===== config.mk =====
export PLATFORM = sky130hd
export DESIGN_NAME = audioqsys_led_fader
export DESIGN_NICKNAME = d
export VERILOG_FILES = /design/src/rtl/audioqsys_led_fader.sv
export SDC_FILE = /design/constraint.sdc
export NUM_CORES = 1
export LEC_CHECK = 0
export ABC_AREA = 1
export BUFFER_PORTS_ARGS = -buffer_cell sky130_fd_sc_hd__clkbuf_2
export CAP_MARGIN = 15
export CORE_ASPECT_RATIO = 1.25
export CORE_MARGIN = 4
export CORE_UTILIZATION = 50
export CTS_CLUSTER_SIZE = 14
export DETAILED_ROUTE_END_ITERATION = 8
export PLACE_DENSITY = 0.67
export SETUP_SLACK_MARGIN = 0.2
export SLEW_MARGIN = 15
export SYNTH_ARGS = -nofsm -noshare
export SYNTH_HDL_FRONTEND = slang
export SYNTH_SLANG_ARGS = --single-unit
export TNS_END_PERCENT = 20

===== constraint.sdc =====
create_clock -name clk -period 4.2 [get_ports clk]
set_clock_uncertainty 0.2 [all_clocks]
set_input_delay 0.21 -clock clk [delete_from_list [all_inputs] [get_ports clk]]
set_output_delay 0.21 -clock clk [all_outputs]
set_load 0.01 [all_outputs]

===== src/rtl/audioqsys_led_fader.sv =====
// Nine-channel LED fader: a channel request snaps brightness to full, then it
// decays one step per DECAY_TICKS base ticks, rendered as a 16-slot PWM.
module audioqsys_led_fader #(
    parameter int PRESCALE    = 50000,
    parameter int DECAY_TICKS = 16
) (
    input  logic       clk,
    input  logic       reset,
    input  logic       enable,
    input  logic [8:0] pattern_in,
    output logic [8:0] led_out
);

    localparam int PW = $clog2(PRESCALE);
    localparam int DW = (DECAY_TICKS > 1) ? $clog2(DECAY_TICKS) : 1;
    localparam logic [PW-1:0] PRESC_LAST = PW'(PRESCALE - 1);
    localparam logic [DW-1:0] DECAY_LAST = DW'(DECAY_TICKS - 1);

    logic [PW-1:0]     presc_q, presc_d;
    logic [DW-1:0]     dcnt_q, dcnt_d;
    logic [3:0]        pwm_q, pwm_d;
    logic [8:0][3:0]   bright_q, bright_d;
    logic [8:0]        led_q, led_d;
    logic              tick;
    logic              decay_strobe;

    assign tick         = (presc_q == PRESC_LAST);
    assign decay_strobe = tick && (dcnt_q == DECAY_LAST);

    always_comb begin
        presc_d  = tick ? '0 : presc_q + 1'b1;
        dcnt_d   = dcnt_q;
        pwm_d    = pwm_q + 4'd1;
        bright_d = bright_q;
        led_d    = '0;

        if (tick) begin
            dcnt_d = decay_strobe ? '0 : dcnt_q + 1'b1;
        end

        for (int i = 0; i < 9; i++) begin
            // Pre-edge brightness and PWM phase set this edge's LED level.
            led_d[i] = (bright_q[i] != 4'd0) && (pwm_q <= bright_q[i]);
            if (pattern_in[i]) begin
                bright_d[i] = 4'd15;
            end else if (decay_strobe && (bright_q[i] != 4'd0)) begin
                bright_d[i] = bright_q[i] - 4'd1;
            end
        end

        if (!enable) begin
            presc_d  = '0;
            dcnt_d   = '0;
            pwm_d    = '0;
            bright_d = '0;
            led_d    = '0;
        end
    end

    always_ff @(posedge clk or posedge reset) begin
        if (reset) begin
            presc_q  <= '0;
            dcnt_q   <= '0;
            pwm_q    <= '0;
            bright_q <= '0;
            led_q    <= '0;
        end else begin
            presc_q  <= presc_d;
            dcnt_q   <= dcnt_d;
            pwm_q    <= pwm_d;
            bright_q <= bright_d;
            led_q    <= led_d;
        end
    end

    assign led_out = led_q;

endmodule


======== Word level (Yosys, flattened, before mapping) ========
Index checks and enable logic that the tools add are counted.
word-level totals
  flip-flop bits (word level) ............. 69
  bits in latches ......................... 0
  memories kept ........................... 0
  logic and storage cells ................. 100
  bits in read-only memories .............. 0
  output and inout bits ................... 9
  bits in writable memories ............... 0
cells by class
  div/mod/pow operators ................... 0
  shifts and indexed selects .............. 0
  $add $sub $neg .......................... 12
  reduce and logical (&&, ||, !) cells .... 28
  $lt $le $gt $ge ......................... 9
  muxes and demuxes ....................... 26
  equality and inequality tests ........... 12
  multiply operators ...................... 0
  bitwise operators ....................... 0
operator list
  cell                                                                      count
  4-bit two-way mux                                                         22
  4-bit <= comparator                                                       9
  36-bit two-way mux                                                        1
  4-bit nonzero test                                                        9
  4-bit by 1-bit subtractor with 4-bit output (second input constant)       9
  16-bit two-way mux                                                        2
  3-bit by 1-bit inequality test with 1-bit output (second input constant)  9
  1-bit logical AND                                                         19
  16-bit by 1-bit adder with 16-bit output (second input constant)          1
  16-bit == test (second input constant)                                    1
  9-bit two-way mux                                                         1
  4-bit by 1-bit adder with 4-bit output (second input constant)            2
  4-bit == test (second input constant)                                     1
  2-bit by 1-bit inequality test with 1-bit output (second input constant)  1

======== Depth between registers and ports, before layout ========
Gate-level depths: netlist (run 1).
  depth after elaboration ................. 6
  mapped depth ............................ 9
  gate-level depth less buffers ........... 9

======== Worst setup path after synthesis (run 1) ========
Ideal clock, no wire load.
  path type ............................... register to register
  start point ............................. register dcnt_q[0]
  end point ............................... register bright_q[11] in the netlist's numbering
  cell stages (with the launch flop) ...... 9
  arrival ................................. 1.289 ns
  path buffers ............................ 1
  period minus slack after synthesis ...... 1.555 ns
  setup time .............................. 0.066 ns
  setup slack ............................. 2.645 ns
  required time ........................... 3.934 ns
  path through ............................ dfrtp_1 > ha_1 > nand2_1 > nor2_2 > buf_6 > nand4_4 > nand2_2 > nand2_1 > nand2_1
between the ends
  longest elaborated chain between the ends .. 4
RTL lines
  element                                                     RTL line  source
  start: declaration                                          20        logic [DW-1:0] dcnt_q, dcnt_d;
  start signal: assignment                                    69        dcnt_q <= dcnt_d;
  4-bit == test                                               28        assign decay_strobe = tick && (dcnt_q == DECAY_LAST);
  1-bit logical AND                                           28
  1-bit logical AND                                           46        end else if (decay_strobe && (bright_q[i] != 4'd0)) begin
  3-bit by 1-bit inequality test with 1-bit output (no line)  -
  end signal: assignment                                      71        bright_q <= bright_d;
  end: declaration                                            22        logic [8:0][3:0] bright_q, bright_d;
Every way passes these cells.
A chain may end at the register's enable or synchronous reset.

======== Worst setup path after layout (run 1) ========
  start point ............................. register dcnt_q[0]
  end point ............................... register bright_q[31] in the netlist's numbering
Same word-level chain as after synthesis.

==> impl_metrics.json, run 1 <==
{
  "status": "completed",
  "slew_viol_final": 0,
  "dieWidth_um": 95.5,
  "clkLatencyLatePin_ns": 0.33,
  "cts_tree": "yes",
  "cell_internal_pwr_mw": 1.34,
  "period_share_pct": 57.5,
  "arrival_ns": 2.43,
  "rsz0062_at_grt": "no",
  "timing.rr.start": "dcnt_q[0]",
  "end_kind": "flip-flop",
  "rows": 39,
  "portBuffers": 20,
  "startpoint_type": "flip-flop",
  "first_iter_violations": 210,
  "final_antenna_net_count": 0,
  "wl_per_cell_um": 13.3,
  "power.switching_uw": 573,
  "fmax_ghz": 0.414,
  "nNetsFinal": 702,
  "layout-drive-gt1-share_pct": 10.2,
  "syn_area_per_cell_sq_um": 7.75,
  "track_usage_pct": 19.7,
  "drc": 0,
  "switching_share_pct": 29.9,
  "core_sq_um": 9270,
  "design_area_sq_um": 5270,
  "dp_cells": 753,
  "clock_sinks": 69,
  "final_cells": 768,
  "post-place-ws_ns": 1.78,
  "grt_first_pass_wirelength_um": 17800,
  "hp-class": "input pin to flip-flop",
  "relSlewSlack_pct": 23.8,
  "seqPwrFrac_pct": 40.5,
  "dpl_cell_area_sq_um": 4980,
  "synth_cells": 618,
  "h-tree-depth": 3,
  "cts_hold_buf": 1,
  "die_area_sq_um": 11200,
  "grt.overflow.total": 0,
  "first_pass_iters": 4,
  "grt_max_degree": 47,
  "gp_congestion": 0.832,
  "clk_path_buf_depth": 2,
  "maxCapViolations": 0,
  "ir_drop_mv": 0.213,
  "grt_antenna_before_repair": 0,
  "ys_warn_count": 0,
  "wirelength_um": 10200,
  "worstMarginPinSlew_ns": 1.14,
  "setup_viol": 0,
  "leakage_nw": 2.87,
  "num_vias": 4082,
  "area_growth_pct": 10.1,
  "cts_made_buffers": 9,
  "start_util_pct": 51.7,
  "ios": 21,
  "setup_slack_ns": 1.79,
  "yosysSeqAreaShare_pct": 36.1,
  "finalPower_mw": 1.92,
  "synth.distinct_cells": 30,
  "hold_viol_final": 0,
  "clkTransAtPathRegs_ns": 0.05,
  "crit_path_start": "dcnt_q[0]",
  "hp-start": "pattern_in[4]",
  "combPwrFrac_pct": 21.1,
  "synth_nets": 678,
  "pwr-share-clk_pct": 38.4,
  "post_cts_buffers": 0,
  "period_needed_ns": 2.41,
  "grt_pass1_vias": 4011,
  "power_density_nw_per_um2": 364,
  "cts_resized": 0,
  "vias_per_cell": 5.32,
  "syn-cell-area_sq_um": 4790,
  "cts-root-buf": "clkbuf_16",
  "worstSetupPathType": "flip-flop to flip-flop",
  "dp_hpwl_um": 7300,
  "tns_ns": 0,
  "die_h_um": 117,
  "ys_seq_elements": 69,
  "diodes": 0,
  "critical_path_required_ns": 4.21,
  "cp_max_fo": 11
}
[flip-flops by register name (all words and copies together) (netlist names)]
signal    count
bright_q     36
dcnt_q        4
led_out       9
presc_q      16
pwm_q         4
[critical path: stages (launching register included)]
cell and delay, ns:
dfrtp_1 0.38, ha_1 0.19, nand2_1 0.08, nor2_2 0.86
nand3_2 0.36, nand3_1 0.16, nand2_1 0.07
[layout by cell type, fill, tap and decap left out, types with 10 or more instances in the layout]
cell	Yosys	final
a21oi_1	32	32
a31oi_1	10	10
clkbuf_2	0	20
dfrtp_1	69	69
ha_1	48	48
inv_1	96	95
nand2_1	136	136
nand2_2	10	10
nand3_1	53	53
nand4_1	13	13
nor2_1	71	71
o21ai_0	12	12
[metrics by stage]
stage	hold slack [ns]	utilization [%]
after floorplan	0.219	-
after global placement	0.202	53.7
after detailed placement	0.210	53.7
after CTS	0.0130	56.9
after global routing	0.0422	56.9
final	0.0187	56.9
[synth_stat cells]
cell type,instances,area share (%)
nand2_1,136,11
inv_1,96,7.5
nor2_1,71,5.6
dfrtp_1,69,36
nand3_1,53,5.5
ha_1,48,13
a21oi_1,32,3.3
nand4_1,13,1.7
o21ai_0,12,1.3
a31oi_1,10,1.3
nand2_2,10,1.3
a32oi_1,9,1.6
nand4_4,9,4.0
o31ai_1,9,1.4
nor3_1,7,0.73
buf_2,5,0.52
nor2_2,5,0.65
xor2_1,5,0.91
inv_2,3,0.24
nor3b_1,3,0.47
clkbuf_1,2,0.16
nand3_2,2,0.42
xnor2_1,2,0.37
buf_12,1,0.42
buf_6,1,0.24
buf_8,1,0.31
clkinv_1,1,0.078
nor2_4,1,0.24
nor3b_2,1,0.26
o21a_1,1,0.16
[logic make-up (layout without fill, tap and decap cells)]
kind of cell / after synthesis / in the layout / synth area share [%]
buf+inv: 110 / 137 / 9.48
flops: 69 / 69 / 36.1
compound gates: 73 / 73 / 9.12
simple gates: 311 / 311 / 31.5
xor+xnor: 7 / 7 / 1.28
fa+ha+maj: 48 / 48 / 12.5
[path summary, 6_finish.rpt]
check	endpoint	slack [ns]	cells after the start
worst max-delay path	bright_q[31]	1.79	6
worst min-delay path	bright_q[18]	0.02	5
worst max register to register	bright_q[31]	1.79	6
worst min register to register	presc_q[0]	0.26	1
max in group asynchronous	bright_q[0]	2.48	4
min in group asynchronous	bright_q[35]	0.38	3
[area by class of cell]
cell class	instances	area, sq um
Sequential cell	69	1730
Timing Repair Buffer	23	125
Multi-Input combinational cell	439	2610
Fill cell	850	4000
Clock buffer	12	246
Inverter	100	375
Clock inverter	2	35.0
Tap cell	123	154
[power by group through the flow]
| stage | Combinational, mW | Sequential (mW) | Clock (mW) |
|---|---|---|---|
| final | 0.404 | 0.777 | 0.736 |
| after global routing | 0.473 | 0.786 | 0.780 |
| after CTS | 0.407 | 0.777 | 0.750 |
| after detailed placement | 0.400 | 0.788 | 0 |
| after global placement | 0.383 | 0.787 | 0 |
| after floorplan | 0.299 | 0.782 | 0 |
[metal layers]
layer	track usage (%)	wire, um
met3	4.16	358
met4	7.83	249
met5	0	0
met2	32.4	5110
met1	24.7	4500
Power figures use the tool's default switching activity.
==> run 2: changes to the inputs <==
--- a/config.mk
+++ b/config.mk
@@ -5,7 +5,7 @@
 export SDC_FILE = /design/constraint.sdc
 export NUM_CORES = 1
 export LEC_CHECK = 0
-export ABC_AREA = 1
+export ABC_AREA = 0
 export BUFFER_PORTS_ARGS = -buffer_cell sky130_fd_sc_hd__clkbuf_2
 export CAP_MARGIN = 15
 export CORE_ASPECT_RATIO = 1.25
@@ -13,7 +13,7 @@
 export CORE_UTILIZATION = 50
 export CTS_CLUSTER_SIZE = 14
 export DETAILED_ROUTE_END_ITERATION = 8
-export PLACE_DENSITY = 0.67
+export PLACE_DENSITY = 0.7
 export SETUP_SLACK_MARGIN = 0.2
 export SLEW_MARGIN = 15
 export SYNTH_ARGS = -nofsm -noshare
==> constraint.sdc (replaced) <==
create_clock -name clk -period 2.16 [get_ports clk]
set_clock_uncertainty 0.2 [all_clocks]
set_input_delay 0.108 -clock clk [delete_from_list [all_inputs] [get_ports clk]]
set_output_delay 0.108 -clock clk [all_outputs]
set_load 0.01 [all_outputs]
==> run 2 against run 1 <==
Against the previous run: die area fell by 9.4%; critical path depth rose by 2; area after synthesis fell by 10%; clock-buffer cell count fell by 2; wire length fell by 8.6%; global-route usage fell by 0.36 points; first-iteration DRC count fell by 15%; non-clock buffer count rose by 28; worst setup slack got worse by 1.7 ns; critical endpoint is now bright_q[1]; largest cell class unchanged.
==> impl_metrics.json, run 2 <==
{
  "setup_viol": 0,
  "leakage_nw": 2.41,
  "hp-start": "enable",
  "timing.rr.start": "presc_q[0]",
  "synth_edf_count": 0,
  "core_sq_um": 8330,
  "ys.flop_type": "dfrtp_1",
  "design_area_sq_um": 5220,
  "tns_ns": 0,
  "end_kind": "flip-flop",
  "die_area_sq_um": 10200,
  "diodes": 0,
  "portBuffers": 20,
  "period_share_pct": 93.9,
  "wl_met3_um": 250,
  "num_vias": 3355,
  "period_needed_ns": 2.03,
  "syn_area_per_cell_sq_um": 9.91,
  "hold_viol_final": 0,
  "ys_top_cells_by_count": "69 x dfrtp_1, 48 x ha_1, 44 x o21a_1",
  "ir_drop_mv": 0.328,
  "clock_sinks": 69,
  "h-tree-depth": 3,
  "yosysTopAreaCellShare_pct": 40.1,
  "yosysSeqAreaShare_pct": 40.1,
  "min_to": "bright_q[4]",
  "dp_cells": 554,
  "synth_nets": 494,
  "most-common-layout-cells": "68 x dfrtp_1, 47 x ha_1, 44 x o21a_1",
  "nFillCells": 678,
  "arrival_ns": 2.09,
  "top_layer_used": "met4",
  "ys_seq_elements": 69,
  "cts_tree": "yes",
  "regMostFlops": "bright_q",
  "nNetsFinal": 545,
  "drc": 0,
  "yosys-top-cells-area": "dfrtp_1 40%, ha_1 14%, o21a_1 7.7%, xnor2_1 4.9%, inv_1 3.4%",
  "ys_warn_count": 0,
  "first_pass_iters": 4,
  "critical_path_required_ns": 2.22,
  "area_growth_pct": 21.4,
  "async_flop_share_pct": 100,
  "grt_max_degree": 70,
  "largest_register_ffs": 36,
  "reg2reg_to": "bright_q[1]",
  "dp_hpwl_um": 6200,
  "status": "completed",
  "final_antenna_net_count": 0,
  "timing.reg2reg.setup_slack_ns": 0.13,
  "clkTransAtPathRegs_ns": 0.08,
  "maxCapViolations": 0,
  "track_usage_pct": 19.3,
  "post-place-ws_ns": 0.0473,
  "worstMarginPinSlew_ns": 0.600,
  "hp-class": "input pin to flip-flop",
  "relSlewSlack_pct": 60.0,
  "dpl_cell_area_sq_um": 4610,
  "clkLatencyLatePin_ns": 0.37,
  "synth.distinct_cells": 36,
  "wirelength_um": 9340,
  "whs_path_depth": 2,
  "synth.most_common_cell": "dfrtp_1",
  "syn-cell-area_sq_um": 4300,
  "synth_top_cell_by_area": "dfrtp_1",
  "dr_wl_met2_um": 4950,
  "grt_first_pass_wirelength_um": 15900,
  "worstSetupPathType": "flip-flop to flip-flop",
  "setup_slack_ns": 0.131,
  "grt_pass1_vias": 3562,
  "dieWidth_um": 91.0,
  "gp_congestion": 0.810,
  "start_util_pct": 51.6,
  "cts-root-buf": "clkbuf_8",
  "slew_viol_final": 0,
  "cts_made_buffers": 9,
  "wl_per_cell_um": 15.9,
  "ios": 21,
  "power_density_nw_per_um2": 603,
  "synth_cells": 434,
  "vias_per_cell": 5.72,
  "startpoint_type": "flip-flop",
  "clk_path_buf_depth": 2,
  "rows": 37,
  "fmax_ghz": 0.493,
  "finalPower_mw": 3.15,
  "grt_antenna_before_repair": 0,
  "layout-drive-gt1-share_pct": 19.4,
  "final_common_cell": "dfrtp_1",
  "die_h_um": 112,
  "grt.overflow.total": 0,
  "r2r.worst_path.cells": 8,
  "first_iter_violations": 179,
  "rsz0062_at_grt": "yes",
  "cp_max_fo": 5,
  "final_cells": 587,
  "m1WireLength_um": 3900
}
-- run 2: cells by family after synthesis --
group / Yosys count / synth area share [%]
and+or+nand+nor: 141 / 18.4
AOI/OAI and AO/OA: 88 / 14.9
DFF: 69 / 40.1
buffers and inverters: 50 / 4.74
adders and majority gates: 48 / 14.0
xor gates and xnor gates: 32 / 6.52
muxes: 6 / 1.40
-- run 2: layout make-up --
| class | instances | area [sq um] | area share, % |
|---|---|---|---|
| Multi-Input combinational cell | 315 | 2530 | 48.5 |
| Sequential cell | 69 | 1730 | 33.1 |
| Timing Repair Buffer | 51 | 475 | 9.10 |
| Inverter | 39 | 150 | 2.87 |
| Clock buffer | 10 | 128 | 2.44 |
| Tap cell | 97 | 121 | 2.32 |
| Clock inverter | 6 | 87.6 | 1.68 |
-- run 2: routing by layer --
| metal | global-route usage (%) | vias to the layer above |
|---|---|---|
| li1 | - | 1634 |
| met1 | 21.4 | 1654 |
| met2 | 34.5 | 47 |
| met3 | 3.78 | 20 |
| met4 | 10.4 | 0 |
| met5 | 0 | - |
-- run 2: how the worst max path moves through the flow --
stage	depth (start not counted)	slack [ns]	endpoint	from
6_report	8	0.13	bright_q[1]	presc_q[0]
5_1_grt	7	0.03	bright_q[7]	dcnt_q[0]
4_1_cts	6	0.10	bright_q[4]	presc_q[12]
3_5_place_dp	6	0.05	bright_q[11]	presc_q[11]
3_3_place_gp	6	0.1	bright_q[35]	presc_q[11]
2_1_floorplan	6	0.22	bright_q[26]	presc_q[11]
-- run 2: critical path, stage by stage, from the launching register on --
cell	delay, ns
dfrtp_1	0.37
ha_2	0.21
and3_4	0.21
and4_4	0.28
buf_12	0.13
clkbuf_16	0.16
nand2_8	0.06
mux2i_1	0.13
o21a_1	0.17
-- run 2: repair_timing --
item,in CTS,in global routing
buffers inserted,3,1
hold buffers,10,0
gates cloned,1,2
endpoints found under the hold margin,105,0
pin swaps,2,7
setup endpoints to repair,43,47
resized for setup,9,26
-- run 2: through the flow --
step	utilization, %	hold WS, ns
3_5_place_dp	55.3	0.0328
2_1_floorplan	-	0.0386
5_1_grt	62.7	0.0313
4_1_cts	60.4	0.00154
6_report	62.7	0.0137
3_3_place_gp	55.3	0.0247
-- run 2: power breakdown --
group	switching (mW)	total, mW	internal, mW
clock	0.520	1.17	0.648
sequential	0.0719	1.44	1.37
combinational	0.279	0.544	0.264
total	0.871	3.15	2.28
==> run 3: changes to the inputs <==
--- a/config.mk
+++ b/config.mk
@@ -13,6 +13,7 @@
 export CORE_UTILIZATION = 50
 export CTS_CLUSTER_SIZE = 14
 export DETAILED_ROUTE_END_ITERATION = 8
+export GPL_TIMING_DRIVEN = 0
 export PLACE_DENSITY = 0.7
 export SETUP_SLACK_MARGIN = 0.2
 export SLEW_MARGIN = 15
==> run 3 against run 2 <==
Against the previous run: sequential cell count did not move; cell area decreased by 1.9%; combinational power is essentially flat; largest cell class unchanged; global-route usage is 1.5 points higher; sequential power is essentially flat; power shrank 1.7%; utilization is 1.2 points lower; via count fell by 0.33%; fmax shrank 0.15%; clock power shrank 4%.
==> impl_metrics.json, run 3 (synthesis gave the netlist of run 2 again) <==
{
  "arrival_ns": 2.07,
  "clkTransAtPathRegs_ns": 0.08,
  "ios": 21,
  "grt_pass1_vias": 3577,
  "first_pass_iters": 4,
  "layout-drive-gt1-share_pct": 16.4,
  "hold_viol_final": 0,
  "most-common-layout-cells": "67 x dfrtp_1, 47 x ha_1, 44 x o21a_1",
  "startpoint_type": "flip-flop",
  "track_usage_pct": 20.8,
  "ir_drop_mv": 0.391,
  "clk_path_buf_depth": 2,
  "end_kind": "flip-flop",
  "grt_max_degree": 32,
  "regMostFlops": "bright_q",
  "nNetsFinal": 550,
  "reg2reg_to": "bright_q[2]",
  "leakage_nw": 2.41,
  "tns_ns": 0,
  "area_growth_pct": 19.1,
  "die_area_sq_um": 10200,
  "worstSetupPathType": "flip-flop to flip-flop",
  "whs_path_depth": 2,
  "finalPower_mw": 3.10,
  "nFillCells": 692,
  "hp-start": "enable",
  "diodes": 0,
  "pwr-share-clk_pct": 36.2,
  "drc": 0,
  "fin_hold_ws_ns": 0.0813,
  "hp-class": "input pin to flip-flop",
  "final_antenna_net_count": 0,
  "design_area_sq_um": 5120,
  "switching_share_pct": 27.3,
  "largest_register_ffs": 36,
  "power.switching_uw": 845,
  "vias_per_cell": 5.65,
  "timing.rr.start": "presc_q[12]",
  "min_to": "presc_q[1]",
  "maxCapViolations": 0,
  "clkLatencyLatePin_ns": 0.34,
  "wirelength_um": 9770,
  "r2r.worst_path.cells": 8,
  "seqCellArea_sq_um": 1730,
  "worstMarginPinSlew_ns": 0.613,
  "multi_input_area_sq_um": 2440,
  "start_util_pct": 51.6,
  "post-place-ws_ns": -0.170,
  "dp_cells": 552,
  "clock_sinks": 69,
  "gp_congestion": 0.792,
  "rsz0062_at_grt": "yes",
  "period_needed_ns": 2.03,
  "setup_slack_ns": 0.128,
  "setup_viol": 0,
  "cts_tree": "yes",
  "slew_viol_final": 0,
  "seqPwrFrac_pct": 46.4,
  "core_sq_um": 8330,
  "h-tree-depth": 3,
  "die_h_um": 112,
  "grt_first_pass_wirelength_um": 17000,
  "post-route-util_pct": 61.5,
  "period_share_pct": 94.1,
  "cts_made_buffers": 9,
  "dpl_cell_area_sq_um": 4570,
  "power_density_nw_per_um2": 605,
  "wl_per_cell_um": 16.5,
  "rows": 37,
  "status": "completed",
  "cp_max_fo": 6,
  "fmax_ghz": 0.492,
  "cts-root-buf": "clkbuf_8",
  "dp_hpwl_um": 6720,
  "timing.reg2reg.setup_slack_ns": 0.13,
  "portBuffers": 19,
  "num_vias": 3344,
  "combPwrFrac_pct": 17.5,
  "first_iter_violations": 149,
  "grt_antenna_before_repair": 0,
  "cell_internal_pwr_mw": 2.25,
  "dieWidth_um": 91.0,
  "relSlewSlack_pct": 59.1,
  "final_common_cell": "dfrtp_1",
  "final_cells": 592,
  "grt.overflow.total": 0,
  "critical_path_required_ns": 2.19
}
run 3: changes by cell type in the layout (fill, tap and decap cells not counted), moves of 4 or more:
| cell | delta |
|---|---|
| xnor2_2 | -4 |
| nand3_2 | -5 |
| clkbuf_1 | +5 |
| xnor2_1 | +4 |
| nand2_1 | +4 |
| nand3_1 | +5 |
run 3: worst max-delay path: stages, from the launching register on:
cell,delay [ns]
dfrtp_1,0.41
nor4b_4,0.34
buf_4,0.17
nand4_4,0.09
nor2_4,0.16
buf_6,0.14
buf_6,0.12
a21oi_2,0.06
o31a_1,0.23
run 3: how the worst max path moves through the flow:
| stage | cells past startpoint | from | end |
|---|---|---|---|
| 3_3_place_gp | 6 | presc_q[11] | bright_q[22] |
| 5_1_grt | 8 | presc_q[12] | bright_q[2] |
| 2_1_floorplan | 6 | presc_q[11] | bright_q[26] |
| 4_1_cts | 7 | presc_q[13] | presc_q[7] |
| 6_report | 8 | presc_q[12] | bright_q[2] |
| 3_5_place_dp | 6 | presc_q[11] | bright_q[18] |
run 3: layer usage:
layer / GRT usage [%] / wire, um / vias up
li1: - / - / 1639
met1: 24.7 / 4240 / 1625
met2: 37.4 / 5020 / 56
met3: 3.45 / 263 / 24
met4: 8.15 / 251 / 0
met5: 0 / 0 / -
run 3: area by class of cell:
class | count | share of cell area, %
Multi-Input combinational cell | 315 | 47.6
Timing Repair Buffer | 45 | 7.57
Clock inverter | 4 | 0.880
Sequential cell | 69 | 33.8
Tap cell | 97 | 2.37
Inverter | 39 | 2.93
Clock buffer | 12 | 3.23
Buffer | 11 | 1.69
run 3: repair_timing:
action                                  CTS  global route
resized for setup                        20             9
hold buffers                             10             0
endpoints found under the setup margin   58            59
buffers inserted                         13             0
gates cloned                              1             0
hold endpoints to repair                105             0
pin swaps                                23             2
run 3: power by group through the flow:
| stage | Sequential, mW | Combinational (mW) | Clock (mW) |
|---|---|---|---|
| 6_report | 1.44 | 0.541 | 1.12 |
| 5_1_grt | 1.45 | 0.616 | 1.21 |
| 2_1_floorplan | 1.45 | 0.367 | 0 |
| 3_3_place_gp | 1.46 | 0.484 | 0 |
| 3_5_place_dp | 1.46 | 0.526 | 0 |
| 4_1_cts | 1.44 | 0.546 | 1.15 |
